`src/rtl/crop_scheduler.sv`:
```
// ============================================================================
// crop_scheduler: per-image random-crop sequencer; advances the external crop
// LFSR, latches a scale code and streams raster-order window read addresses.
// Revision: 1.0
// ============================================================================
`default_nettype none

module crop_scheduler #(
    parameter int IMG_DIM = 28,
    parameter int STEP    = 2,
    parameter int ADDR_W  = 10
) (
    input  logic                         clk,
    input  logic                         reset,
    input  logic                         start,
    input  logic                         abort,
    input  logic                         cfg_fixed_en,
    input  logic [1:0]                   cfg_fixed_scale,
    output logic                         lfsr_enable,
    input  logic [1:0]                   lfsr_scale,
    output logic                         busy,
    output logic                         done,
    output logic [$clog2(IMG_DIM+1)-1:0] crop_side,
    output logic                         rd_valid,
    input  logic                         rd_ready,
    output logic [ADDR_W-1:0]            rd_addr,
    output logic                         rd_last
);

    localparam int                 SIDE_W = $clog2(IMG_DIM + 1);
    localparam logic [ADDR_W-1:0]  DIM_A  = ADDR_W'(IMG_DIM);

    typedef enum logic [2:0] {
        S_IDLE    = 3'd0,
        S_ADVANCE = 3'd1,
        S_LATCH   = 3'd2,
        S_SCAN    = 3'd3,
        S_DONE    = 3'd4
    } state_t;

    state_t              state_q, state_d;
    logic [1:0]          scale_q, scale_d;
    logic [SIDE_W-1:0]   side_q, side_d;
    logic [SIDE_W-1:0]   row_q, row_d;
    logic [SIDE_W-1:0]   col_q, col_d;
    logic [ADDR_W-1:0]   addr_q, addr_d;
    logic                last_q, last_d;
    logic [1:0]          sel_scale;
    logic [ADDR_W-1:0]   off_d;

    function automatic logic [SIDE_W-1:0] side_of(input logic [1:0] s);
        return SIDE_W'(IMG_DIM - 2 * STEP * int'(s));
    endfunction

    function automatic logic [ADDR_W-1:0] off_of(input logic [1:0] s);
        return ADDR_W'(STEP * int'(s));
    endfunction

    assign sel_scale = cfg_fixed_en ? cfg_fixed_scale : lfsr_scale;

    always_comb begin
        state_d = state_q;
        scale_d = scale_q;
        side_d  = side_q;
        row_d   = row_q;
        col_d   = col_q;
        case (state_q)
            S_IDLE: begin
                if (start) state_d = S_ADVANCE;
            end
            S_ADVANCE: begin
                state_d = abort ? S_IDLE : S_LATCH;
            end
            S_LATCH: begin
                if (abort) begin
                    state_d = S_IDLE;
                end else begin
                    scale_d = sel_scale;
                    side_d  = side_of(sel_scale);
                    row_d   = '0;
                    col_d   = '0;
                    state_d = S_SCAN;
                end
            end
            S_SCAN: begin
                // abort wins over a coincident handshake, including the last one
                if (abort) begin
                    state_d = S_IDLE;
                end else if (rd_ready) begin
                    if (last_q) begin
                        state_d = S_DONE;
                    end else if (col_q == side_q - SIDE_W'(1)) begin
                        col_d = '0;
                        row_d = row_q + SIDE_W'(1);
                    end else begin
                        col_d = col_q + SIDE_W'(1);
                    end
                end
            end
            S_DONE: begin
                state_d = S_IDLE;
            end
            default: begin
                state_d = S_IDLE;
            end
        endcase

        // Address and last flag are precomputed from next-state counters so the
        // registered outputs line up with the current handshake slot.
        off_d  = off_of(scale_d);
        addr_d = (off_d + ADDR_W'(row_d)) * DIM_A + off_d + ADDR_W'(col_d);
        last_d = (state_d == S_SCAN) &&
                 (row_d == side_d - SIDE_W'(1)) &&
                 (col_d == side_d - SIDE_W'(1));
    end

    always_ff @(posedge clk or negedge reset) begin
        if (!reset) begin
            state_q <= S_IDLE;
            scale_q <= '0;
            side_q  <= '0;
            row_q   <= '0;
            col_q   <= '0;
            addr_q  <= '0;
            last_q  <= 1'b0;
        end else begin
            state_q <= state_d;
            scale_q <= scale_d;
            side_q  <= side_d;
            row_q   <= row_d;
            col_q   <= col_d;
            addr_q  <= addr_d;
            last_q  <= last_d;
        end
    end

    assign lfsr_enable = (state_q == S_ADVANCE);
    assign busy        = (state_q != S_IDLE);
    assign done        = (state_q == S_DONE);
    assign rd_valid    = (state_q == S_SCAN);
    assign rd_addr     = addr_q;
    assign rd_last     = last_q;
    assign crop_side   = side_q;

endmodule

`default_nettype wire

```
`config.mk`:
```
export PLATFORM = sky130hd
export DESIGN_NAME = crop_scheduler
export DESIGN_NICKNAME = d
export VERILOG_FILES = /design/src/rtl/crop_scheduler.sv
export SDC_FILE = /design/constraint.sdc
export NUM_CORES = 1
export LEC_CHECK = 0
export ABC_CLOCK_PERIOD_IN_PS = 7400
export CAP_MARGIN = 5
export CELL_PAD_IN_SITES_DETAIL_PLACEMENT = 1
export CELL_PAD_IN_SITES_GLOBAL_PLACEMENT = 1
export CORE_MARGIN = 3
export CORE_UTILIZATION = 46
export DETAILED_ROUTE_END_ITERATION = 8
export PLACE_DENSITY = 0.89
export SLEW_MARGIN = 5
export SYNTH_ARGS = -nofsm -noshare
export SYNTH_HDL_FRONTEND = slang
export SYNTH_SLANG_ARGS = --single-unit
export TNS_END_PERCENT = 30
```
`constraint.sdc`:
```
create_clock -name clk -period 7.4 [get_ports clk]
set_input_delay 1.85 -clock clk [delete_from_list [all_inputs] [get_ports clk]]
set_output_delay 1.85 -clock clk [all_outputs]
set_load 0.005 [all_outputs]
```
[Word-level counts from Yosys, hierarchy flattened]
Cells that the tools add are included.
Storage, ports and cells
  register bits: 31
  latch bits: 0
  logic and storage cells: 52
  bits in read-only memories: 0
  memories kept: 0
  RAM bits: 0
  bits of input ports: 10
  output and inout bits: 20
Operators by class
  bitwise logic cells: 0
  add/sub/neg operators: 8
  eq/ne operators: 8
  muxes and demuxes: 24
  magnitude comparators: 0
  multipliers: 1
  reduce and logical (&&, ||, !) cells: 4
  div/mod/pow operators: 0
  shift-type cells: 0
Operators by type and width (number)
  $mux 5: 12
  $pmux 5 s2: 2
  $eq 5x5->1: 3
  $mux 3: 4
  $pmux 3 s4: 1
  $add 10x3->10: 1
  $add 10x5->10: 1
  $add 5x1->5 const B: 2
  $mux 2: 5
  $sub 5x1->5 const B: 2
  $eq 3x2->1 const B: 3
  $mul 6x3->8 const B: 1
  $add 3x5->6: 1
  $sub 5x4->5 const A: 1
  $eq 3x1->1 const B: 1
  $eq 3x3->1 const B: 1
  $logic_not 3->1: 1
  $reduce_bool 3->1: 1
  $logic_and 1x1->1: 2

[Depth between registers and ports, before layout]
Gate-level depths: netlist of the first run.
  depth after elaboration: 11
  depth in mapped cells: 22

[Worst setup path after synthesis of the first run]
No wires, ideal clock.
  kind: input to register
  from: in abort
  to: reg addr_q[7], in the netlist rd_addr[7]
  cell stages on the path: 15
  path slack: 1751 ps
  arrival time: 5513 ps
  library setup time: 136 ps
  cell sequence: or3b_1 > or2_2 > nand2_1 > o21ba_2 > a21o_1 > xor2_1 > ha_1 > a21oi_1 > xnor2_1 > fa_1 > fa_1 > ha_1 > nor2b_1 > o21a_1 > xor2_1
Between the ends
  cells in the longest elaborated chain, start to end: 6
RTL lines
  from (decl): line 16  | input logic abort,
  $mux 5, on equally long branches: line 87, 75
  $pmux 5 s2 (*): line 67  | case (state_q)
  via row_d[2]: line 44  | logic [SIDE_W-1:0] row_q, row_d;
  $add 3x5->6 (*): line 111  | addr_d = (off_d + ADDR_W'(row_d)) * DIM_A + off_d + ADDR_W'(col_d);
  $mul 6x3->8 (*): line 111
  $add 10x3->10 (*): line 111
  $add 10x5->10 (*): line 111
  via addr_d[7]: line 46  | logic [ADDR_W-1:0] addr_q, addr_d;
  to (signal assigned): line 132  | addr_q <= addr_d;
  to (decl): line 46
The timed path passes the listed nets; every way through them passes the cells marked *.

[Worst setup path after layout of the first run]
  from: in rd_ready
  to: reg addr_q[9], in the netlist rd_addr[9]
Between the ends
  cells in the longest elaborated chain, start to end: 7
RTL lines
  from (decl): line 25  | input logic rd_ready,
  $mux 5: line 89  | end else if (rd_ready) begin
  $mux 5: line 87  | if (abort) begin
  $pmux 5 s2: line 67
  via row_d[1]: line 44
  $add 3x5->6: line 111
  $mul 6x3->8: line 111
  $add 10x3->10: line 111
  $add 10x5->10: line 111
  via addr_d[9]: line 46
The timed path passes the listed nets, and every way through them passes these cells.

==> flow_metrics.tcl, run 1 <==
set metrics [dict create \
    syn_area_sq_um 2308 \
    ant_nets 0 \
    vias 1968 \
    clock_path_buffers 2 \
    grt_usage_pct 23.15 \
    path_cells "clkdlybuf4s50_1 > or3b_2 > nor2_1 > nand3_1 > mux2i_1 > nor2_1 > ha_1 > a221oi_1 > nor3b_2 > xnor2_2 > fa_1 > inv_1 > ha_1 > a21oi_1 > nor2_1 > nor2_1 > xnor2_1 > nand3_1 > xnor2_1" \
    synth-edff-count 0 \
    clkTransAtPathRegs_ns 0.07 \
    path_max_fanout 5 \
    hold_slack_ns 0.5624 \
    cts_hold_buf 0 \
    drt_wl_total_microns 6302 \
    rr_worst_depth 21 \
    avgSynthCellArea_sq_um 9.539 \
    setup-violations-final 0 \
    placed_area_sq_um 2668 \
    regToRegEndpoint "rd_addr[9]" \
    holdPathStages 1 \
    hold_class "reg2reg" \
    ys_ff_latch 30 \
    rrSetupSlack_ns 2.14 \
    fmax_ghz 0.1573 \
    relSlewSlack_pct 44.82 \
    cts_root_buf "clkbuf_8" \
    ir_drop_mv 0.1679 \
    min_from "scale_q[0]" \
    die_area_sq_um 5904 \
    grt_pass1_vias 2182 \
    hold_viol_final 0 \
    clkLatencyLatePin_ns 0.29 \
    io_pins 30 \
    synthToLayoutAreaGrowth_pct 19.67 \
    drt_pass1_iterations 4 \
    r2r_start "crop_side[0]" \
    critPathKind "in2reg" \
    diodes 0 \
    synth_nets 279 \
    initialDrtViolationCount 79 \
    start_util_pct 48.24 \
    rsz0062_at_grt "no" \
    gp_congestion 0.8716 \
    antenna_found_initial 0 \
    fin_crit_sh_pct 85.90 \
    final_area_sq_um 2763 \
    die_w_microns 76.84 \
    cp-start-kind "input pin" \
    worst_slew_pin_slew_ns 0.8190 \
    fin_skew_ns 0.01042 \
    place_hpwl_microns 4859 \
    wire_per_inst_microns 18.32 \
    drive_gt1_share_pct 9.025 \
    cpPeakStageDelay_ns 0.55 \
    min_delay_worst_endpoint "scale_q[0]" \
    ys_async_sr_fraction_pct 100.0 \
    end_kind "flip-flop" \
    fp-row-count 25 \
    drcViolationCount 0 \
    cp_slowest_cell "clkdlybuf4s50_1" \
    power_mw 0.6929 \
    synth.distinct_cells 54 \
    power.density_nw_per_um2 250.8 \
    io_buffer_count 29 \
    cp_top_family "simple AND/OR/NAND/NOR gates" \
    synth_flop_cell "dfrtp_1" \
    cpMostUsedCell "nor2_1" \
    period_minus_slack_ns 6.357 \
    final_util_pct 57.73 \
    viasPerCell 5.721 \
    coreArea_sq_um 4786 \
    slew_violations 0 \
    numCtsBuffers 5 \
    grt_pass1_wl_microns 10760 \
    setup_tns_ns 0 \
    postSynthCellCount 242 \
    crit_path_start "rd_ready" \
    post_cts_resize_count 0 \
    cts_max_level 2 \
    leakage_nw 1.276 \
    ys_seq_area_share_pct 32.52 \
    cts.sinks 30 \
    cts_tree "yes" \
    status "finished, final reports clean" \
    required_ns 7.56 \
    die_h_microns 76.84 \
    fin_nets 313 \
    grt_max_degree 31 \
    arrival_ns 6.52 \
    post-cts-setup-buffers 0 \
    maxCapViolations 0 \
    cp.buffers_inverters 2 \
    ys_warn_count 0 \
    gr-total-overflow 0 \
]
area by class of cell:
type	instances	area (sq um)
Clock buffer	6	82.58
Clock inverter	2	12.51
Fill cell	553	2023
Inverter	19	71.32
Multi-Input combinational cell	190	1464
Sequential cell	30	750.7
Tap cell	67	83.83
Timing Repair Buffer	30	297.8
power breakdown:
part	switching [mW]	total, mW	internal [mW]	leakage [nW]
clock	0.0664	0.141	0.0747	0.0472
combinational	0.166	0.328	0.162	0.843
sequential	0.0257	0.224	0.198	0.385
state kept, by name, indices dropped and copies added (netlist names):
name / count
col_q: 4
crop_side: 5
rd_addr: 10
rd_last: 1
row_q: 5
scale_q: 2
state_q: 3
logic make-up (layout without fill, tap and decap cells):
kind of cell | count (synthesis) | in the layout | share of synthesized area, %
AO/OA/AOI/OAI | 51 | 51 | 15.50
multiplexers | 5 | 5 | 2.168
buffers and inverters | 22 | 57 | 4.065
flip-flops | 30 | 30 | 32.52
AND/OR/NAND/NOR | 86 | 86 | 20.87
XOR/XNOR | 21 | 21 | 8.293
adder cells (fa/ha/maj) | 27 | 27 | 16.59
worst reg2reg max path, cell delays in order (launching register included):
cell      delay [ns]
dfrtp_1         0.48
inv_1           0.12
ha_1            0.25
nor2b_1         0.14
or3_4           0.37
a31oi_1         0.29
nand3_1         0.19
mux2i_1         0.33
nor2_1          0.11
ha_1            0.29
a221oi_1        0.53
nor3b_2         0.13
xnor2_2         0.20
fa_1            0.51
inv_1           0.05
ha_1            0.33
a21oi_1         0.17
nor2_1          0.06
nor2_1          0.11
xnor2_1         0.19
nand3_1         0.15
xnor2_1         0.14
synthesized netlist by cell type (5+ instances only):
| library cell | n | area share [%] |
|---|---|---|
| inv_1 | 19 | 3.1 |
| o21ai_0 | 9 | 2.0 |
| nand2_1 | 20 | 3.3 |
| xor2_1 | 7 | 2.7 |
| xnor2_1 | 13 | 4.9 |
| dfrtp_1 | 30 | 33 |
| nor2_1 | 15 | 2.4 |
| nor2b_1 | 6 | 1.6 |
| a21oi_1 | 10 | 2.2 |
| mux2i_1 | 5 | 2.2 |
| nand3_1 | 10 | 2.2 |
| ha_1 | 21 | 11 |
| fa_1 | 6 | 5.2 |
worst max path at each step:
stage	slack, ns	depth (start not counted)	end
after floorplan	1.75	15	rd_addr[7]
after global placement	1.03	17	rd_addr[9]
after detailed placement	0.80	17	rd_addr[9]
after CTS	1.08	17	rd_addr[9]
after global routing	0.76	18	rd_addr[9]
final	1.04	19	rd_addr[9]
layer usage:
layer	wire length (microns)	GRT usage (%)	vias up	part of all wire, %
li1	-	-	924	-
met1	2634	27.40	994	42
met2	3348	42.68	36	53
met3	176	3.521	14	2.8
met4	143	7.065	0	2.3
met5	0	0	-	0
stage by stage:
step           setup slack [ns]  std cells
2_1_floorplan             1.751        242
3_3_place_gp              1.028        336
3_5_place_dp             0.7999        336
4_1_cts                   1.082        344
5_1_grt                  0.7585        344
6_report                  1.043        344
layout by cell type (no fill, tap or decap), types with 3 or more instances in the layout:
cell and count:
a21o_1 4, a21oi_1 10, and3_1 3, clkbuf_8 6, clkdlybuf4s50_1 29, dfrtp_1 30, fa_1 6, ha_1 21
inv_1 19, mux2i_1 5, nand2_1 20, nand2b_1 3, nand3_1 10, nor2_1 15, nor2b_1 6, nor3b_1 4
nor4_1 4, o21a_1 3, o21ai_0 9, o21bai_1 3, o22ai_1 4, o31ai_1 3, or3_1 3, xnor2_1 13
xor2_1 7
No activity file was read; power rests on OpenSTA's default activity.
==> inputs of run 2 (changes only) <==
--- a/config.mk
+++ b/config.mk
@@ -10,9 +10,10 @@
 export CELL_PAD_IN_SITES_DETAIL_PLACEMENT = 1
 export CELL_PAD_IN_SITES_GLOBAL_PLACEMENT = 1
 export CORE_MARGIN = 3
-export CORE_UTILIZATION = 46
+export CORE_UTILIZATION = 30
+export CTS_CLUSTER_DIAMETER = 40
 export DETAILED_ROUTE_END_ITERATION = 8
-export PLACE_DENSITY = 0.89
+export PLACE_DENSITY = 0.64
 export SLEW_MARGIN = 5
 export SYNTH_ARGS = -nofsm -noshare
 export SYNTH_HDL_FRONTEND = slang
==> run 2 against run 1 <==
- sequential share of layout area decreased by 0.35 points
- clock skew shrank 0.0076 ns
- combinational power shrank 2%
- hold slack lost 0.0074 ns
- via count down 1.7%
- sequential power is essentially flat
- power down 1.6%
- final cell count rose by 9.3%
- maximum frequency grew 2.6%
- register-to-register slack better by 0.18 ns
- flip-flop and latch count did not move
- clock power about the same
- critical endpoint is now rd_addr[7]
- largest power group unchanged
==> flow_metrics.tcl, run 2 (synthesis results as in run 1) <==
set metrics [dict create \
    status "finished, final reports clean" \
    synthToLayoutAreaGrowth_pct 21.25 \
    coreArea_sq_um 7370 \
    fin_cells 376 \
    ant_nets 0 \
    cts_root_buf "clkbuf_8" \
    fillers 852 \
    cts_hold_buf 0 \
    grt_pass1_vias 2045 \
    numCtsBuffers 5 \
    grt_usage_pct 14.32 \
    cts_tree "yes" \
    cts.sinks 30 \
    critPathKind "in2reg" \
    io_buffer_count 29 \
    final_util_pct 37.98 \
    drt_wl_total_microns 5825 \
    vias 1934 \
    place_ws_ns 0.8972 \
    hold_class "reg2reg" \
    clock_path_buffers 2 \
    power_frac_comb_pct 46.9 \
    maxCapViolations 0 \
    clkTransAtPathRegs_ns 0.06 \
    r2r_start "crop_side[0]" \
    gr-total-overflow 0 \
    io_pins 30 \
    cts_max_level 2 \
    place_hpwl_microns 4583 \
    initialDrtViolationCount 65 \
    post_cts_resize_count 0 \
    pwr-share-seq_pct 32.7 \
    gp_congestion 0.7394 \
    slew_violations 0 \
    worst_slew_pin_slew_ns 0.7969 \
    rsz0062_at_grt "no" \
    post-cts-setup-buffers 0 \
    clkPwrFrac_pct 20.4 \
    fin_nets 313 \
    crit_path_start "abort" \
    p_sw_mw 0.2484 \
    relSlewSlack_pct 46.31 \
    die_area_sq_um 8783 \
    min_from "scale_q[0]" \
    clkLatencyLatePin_ns 0.28 \
    cp-start-kind "input pin" \
    final_area_sq_um 2799 \
    fin_crit_sh_pct 83.71 \
    layout_setup_ws_ns 1.205 \
    die_h_microns 93.72 \
    start_util_pct 31.32 \
    period_minus_slack_ns 6.195 \
    grt_pass1_wl_microns 9860 \
    power_mw 0.6820 \
    power.density_nw_per_um2 243.7 \
    hold_slack_ns 0.5550 \
    die_w_microns 93.72 \
    grt_max_degree 31 \
    swShare_pct 36.42 \
    antenna_found_initial 0 \
    drive_gt1_share_pct 8.664 \
    path_max_fanout 12 \
    setup-violations-final 0 \
    fp-row-count 31 \
    diodes 0 \
    setup_tns_ns 0 \
    final_common_cell "dfrtp_1" \
    required_ns 7.55 \
    power.internal_mw 0.4336 \
    placed_area_sq_um 2708 \
    fmax_ghz 0.1614 \
    placedCellCount 368 \
    ir_drop_mv 0.1531 \
    viasPerCell 5.144 \
    fin_skew_ns 0.002858 \
    final_cell_mix "30 x dfrtp_1, 29 x clkdlybuf4s50_1, 21 x ha_1, 20 x nand2_1, 19 x inv_1" \
    leakage_nw 1.277 \
    drt_pass1_iterations 4 \
    largest_register_ffs 10 \
    wire_per_inst_microns 15.49 \
    drcViolationCount 0 \
    hold_viol_final 0 \
    end_kind "flip-flop" \
    arrival_ns 6.35 \
]
## run 2: cell types whose count changed in the layout (fill, tap and decap cells not counted)
| cell | previous run | this run |
|---|---|---|
| clkbuf_1 | 0 | 1 |
| clkinvlp_4 | 1 | 0 |
## run 2: worst max-delay path, cell delays in order
cell and delay [ns]:
clkdlybuf4s50_1 0.47, or3b_1 0.48, or2_2 0.42, nand2_1 0.09, o21ba_2 0.16, a21o_1 0.20
xor2_1 0.18, ha_1 0.20, a21oi_1 0.20, xnor2_1 0.23, fa_1 0.52, fa_1 0.50
ha_1 0.34, nor2b_1 0.14, o21a_1 0.19, xor2_1 0.16
## run 2: layout make-up
type	instances	area [sq um]	share of cell area, %
multi-input combinational	190	1464	52.30
clock buffer	7	86.33	3.084
timing repair buffer	30	297.8	10.64
tap	99	123.9	4.426
sequential	30	750.7	26.82
inverter	19	71.32	2.548
clock inverter	1	5.005	0.1788
## run 2: path summary, 6_finish.rpt
path                               to  slack, ns  depth (start not counted)
max reg2reg                rd_addr[7]       2.32                         17
max in group asynchronous  rd_addr[7]       5.14                          2
max                        rd_addr[7]       1.21                         16
min in group asynchronous  rd_addr[0]       1.96                          2
min reg2reg                scale_q[0]       0.55                          1
min                        scale_q[0]       0.55                          1
## run 2: power groups by stage
stage	Clock, mW	Sequential (mW)	Combinational (mW)
4_1_cts	0.146	0.223	0.329
6_report	0.139	0.223	0.320
5_1_grt	0.151	0.227	0.366
3_5_place_dp	0	0.225	0.325
2_1_floorplan	0	0.220	0.209
3_3_place_gp	0	0.225	0.315
## run 2: routing by layer
metal | up-vias | share of wire [%] | global-route usage (%)
li1 | 931 | - | -
met1 | 963 | 45 | 17.85
met2 | 34 | 50 | 24.72
met3 | 6 | 3.7 | 3.125
met4 | 0 | 1.2 | 4.212
met5 | - | 0 | 0
==> inputs of run 3 (changes only) <==
--- a/config.mk
+++ b/config.mk
@@ -5,7 +5,7 @@
 export SDC_FILE = /design/constraint.sdc
 export NUM_CORES = 1
 export LEC_CHECK = 0
-export ABC_CLOCK_PERIOD_IN_PS = 7400
+export ABC_CLOCK_PERIOD_IN_PS = 6200
 export CAP_MARGIN = 5
 export CELL_PAD_IN_SITES_DETAIL_PLACEMENT = 1
 export CELL_PAD_IN_SITES_GLOBAL_PLACEMENT = 1
==> constraint.sdc (replaced) <==
create_clock -name clk -period 6.2 [get_ports clk]
set_input_delay 1.55 -clock clk [delete_from_list [all_inputs] [get_ports clk]]
set_output_delay 1.55 -clock clk [all_outputs]
set_load 0.005 [all_outputs]
==> run 3 against run 2 <==
- wire length is 0.45% lower
- setup slack worse by 0.81 ns
- via count is 0.21% lower
- critical endpoint unchanged
==> flow_metrics.tcl, run 3 (synthesis results as in run 1) <==
set metrics [dict create \
    status "finished, final reports clean" \
    place_hpwl_microns 4597 \
    clkTransAtPathRegs_ns 0.07 \
    pwr-share-seq_pct 32.4 \
    numCtsBuffers 5 \
    power.density_nw_per_um2 285.9 \
    maxCapViolations 0 \
    power_frac_comb_pct 47.2 \
    leakage_nw 1.310 \
    largest_register_ffs 10 \
    worst_slew_pin_slew_ns 0.5977 \
    ir_drop_mv 0.1963 \
    required_ns 6.35 \
    path_max_fanout 4 \
    arrival_ns 5.96 \
    drt_pass1_iterations 4 \
    wire_per_inst_microns 15.10 \
    ant_nets 0 \
    io_buffer_count 29 \
    end_kind "flip-flop" \
    cts.sinks 30 \
    grt_pass1_wl_microns 10160 \
    cts_hold_buf 0 \
    relSlewSlack_pct 60.00 \
    swShare_pct 36.22 \
    cts_tree "yes" \
    power.internal_mw 0.5221 \
    initialDrtViolationCount 46 \
    setup_tns_ns 0 \
    vias 1930 \
    fp-row-count 31 \
    final_cell_mix "30 x dfrtp_1, 29 x clkdlybuf4s50_1, 21 x ha_1, 20 x nand2_1, 19 x inv_1" \
    start_util_pct 31.32 \
    fin_skew_ns 0.004269 \
    grt_max_degree 31 \
    cts_max_level 2 \
    drcViolationCount 0 \
    viasPerCell 5.026 \
    fin_cells 384 \
    hold_viol_final 0 \
    hold_class "reg2reg" \
    setup-violations-final 0 \
    fillers 872 \
    slew_violations 0 \
    grt_pass1_vias 2088 \
    die_h_microns 93.72 \
    placedCellCount 376 \
    drt_wl_total_microns 5799 \
    post-cts-setup-buffers 0 \
    p_sw_mw 0.2965 \
    post_cts_resize_count 0 \
    drive_gt1_share_pct 11.58 \
    clkPwrFrac_pct 20.3 \
    final_common_cell "dfrtp_1" \
    synthToLayoutAreaGrowth_pct 24.01 \
    clkLatencyLatePin_ns 0.28 \
    cp-start-kind "input pin" \
    die_w_microns 93.72 \
    antenna_found_initial 0 \
    rsz0062_at_grt "no" \
    power_mw 0.8186 \
    final_util_pct 38.85 \
    grt_usage_pct 14.58 \
    clock_path_buffers 2 \
    cts_root_buf "clkbuf_8" \
    critPathKind "in2reg" \
    diodes 0 \
    gr-total-overflow 0 \
    rrSetupSlack_ns 1.08 \
    coreArea_sq_um 7370 \
    fin_crit_sh_pct 93.65 \
    period_minus_slack_ns 5.807 \
    gp_congestion 0.7883 \
    io_pins 30 \
    holdPathStages 1 \
    die_area_sq_um 8783 \
    fmax_ghz 0.1722 \
    fin_nets 321 \
    rr_worst_depth 17 \
]
-- run 3: cell count changes in the layout (fill, tap and decap cells not counted), sizes merged --
cell | before | now
buf | 1 | 9
-- run 3: final cells by class --
type                       instances  area [sq um]  share of cell area, %
clock buffer                       7         86.33                  3.016
multi-input combinational        190          1468                  51.27
tap                               99         123.9                  4.327
clock inverter                     1         5.005                 0.1748
inverter                          19         71.32                  2.491
timing repair buffer              38         357.8                  12.50
sequential                        30         750.7                  26.22
-- run 3: critical path: stages --
cell and delay [ns]:
clkdlybuf4s50_1 0.49, or3b_2 0.50, nor2_1 0.15, nand3_1 0.17, mux2i_2 0.27, nor2_1 0.10, ha_1 0.24, ha_1 0.18
a21oi_1 0.20, xnor2_1 0.23, fa_1 0.53, fa_1 0.50, ha_1 0.34, nor2b_1 0.14, o21a_1 0.19, xor2_1 0.16
-- run 3: final timing paths --
check / from / to
max: rd_ready / rd_addr[7]
min: scale_q[0] / scale_q[0]
max reg2reg: crop_side[0] / rd_addr[7]
min reg2reg: scale_q[0] / scale_q[0]
max in group asynchronous: reset / rd_addr[4]
min in group asynchronous: reset / col_q[2]
-- run 3: power groups by stage --
| stage | Sequential, mW | Combinational [mW] | Clock (mW) |
|---|---|---|---|
| after floorplan | 0.263 | 0.250 | 0 |
| after global placement | 0.268 | 0.385 | 0 |
| after detailed placement | 0.269 | 0.391 | 0 |
| after CTS | 0.266 | 0.397 | 0.173 |
| after global routing | 0.272 | 0.444 | 0.179 |
| final | 0.266 | 0.387 | 0.166 |
-- run 3: through the flow --
stage	cell area [sq um]	setup WS (ns)	hold WS, ns
global route	2863	0.01083	0.5962
CTS	2859	0.3782	0.5667
global placement	2768	0.1791	0.5501
floorplan	2308	0.8509	0.4931
finish	2863	0.3935	0.5527
detailed placement	2768	0.1079	0.5454
-- run 3: routing by layer --
metal	GRT usage (%)	part of all wire [%]
met1	19.62	48
met5	0	0
met4	3.249	0.72
met3	2.404	2.2
met2	24.54	49
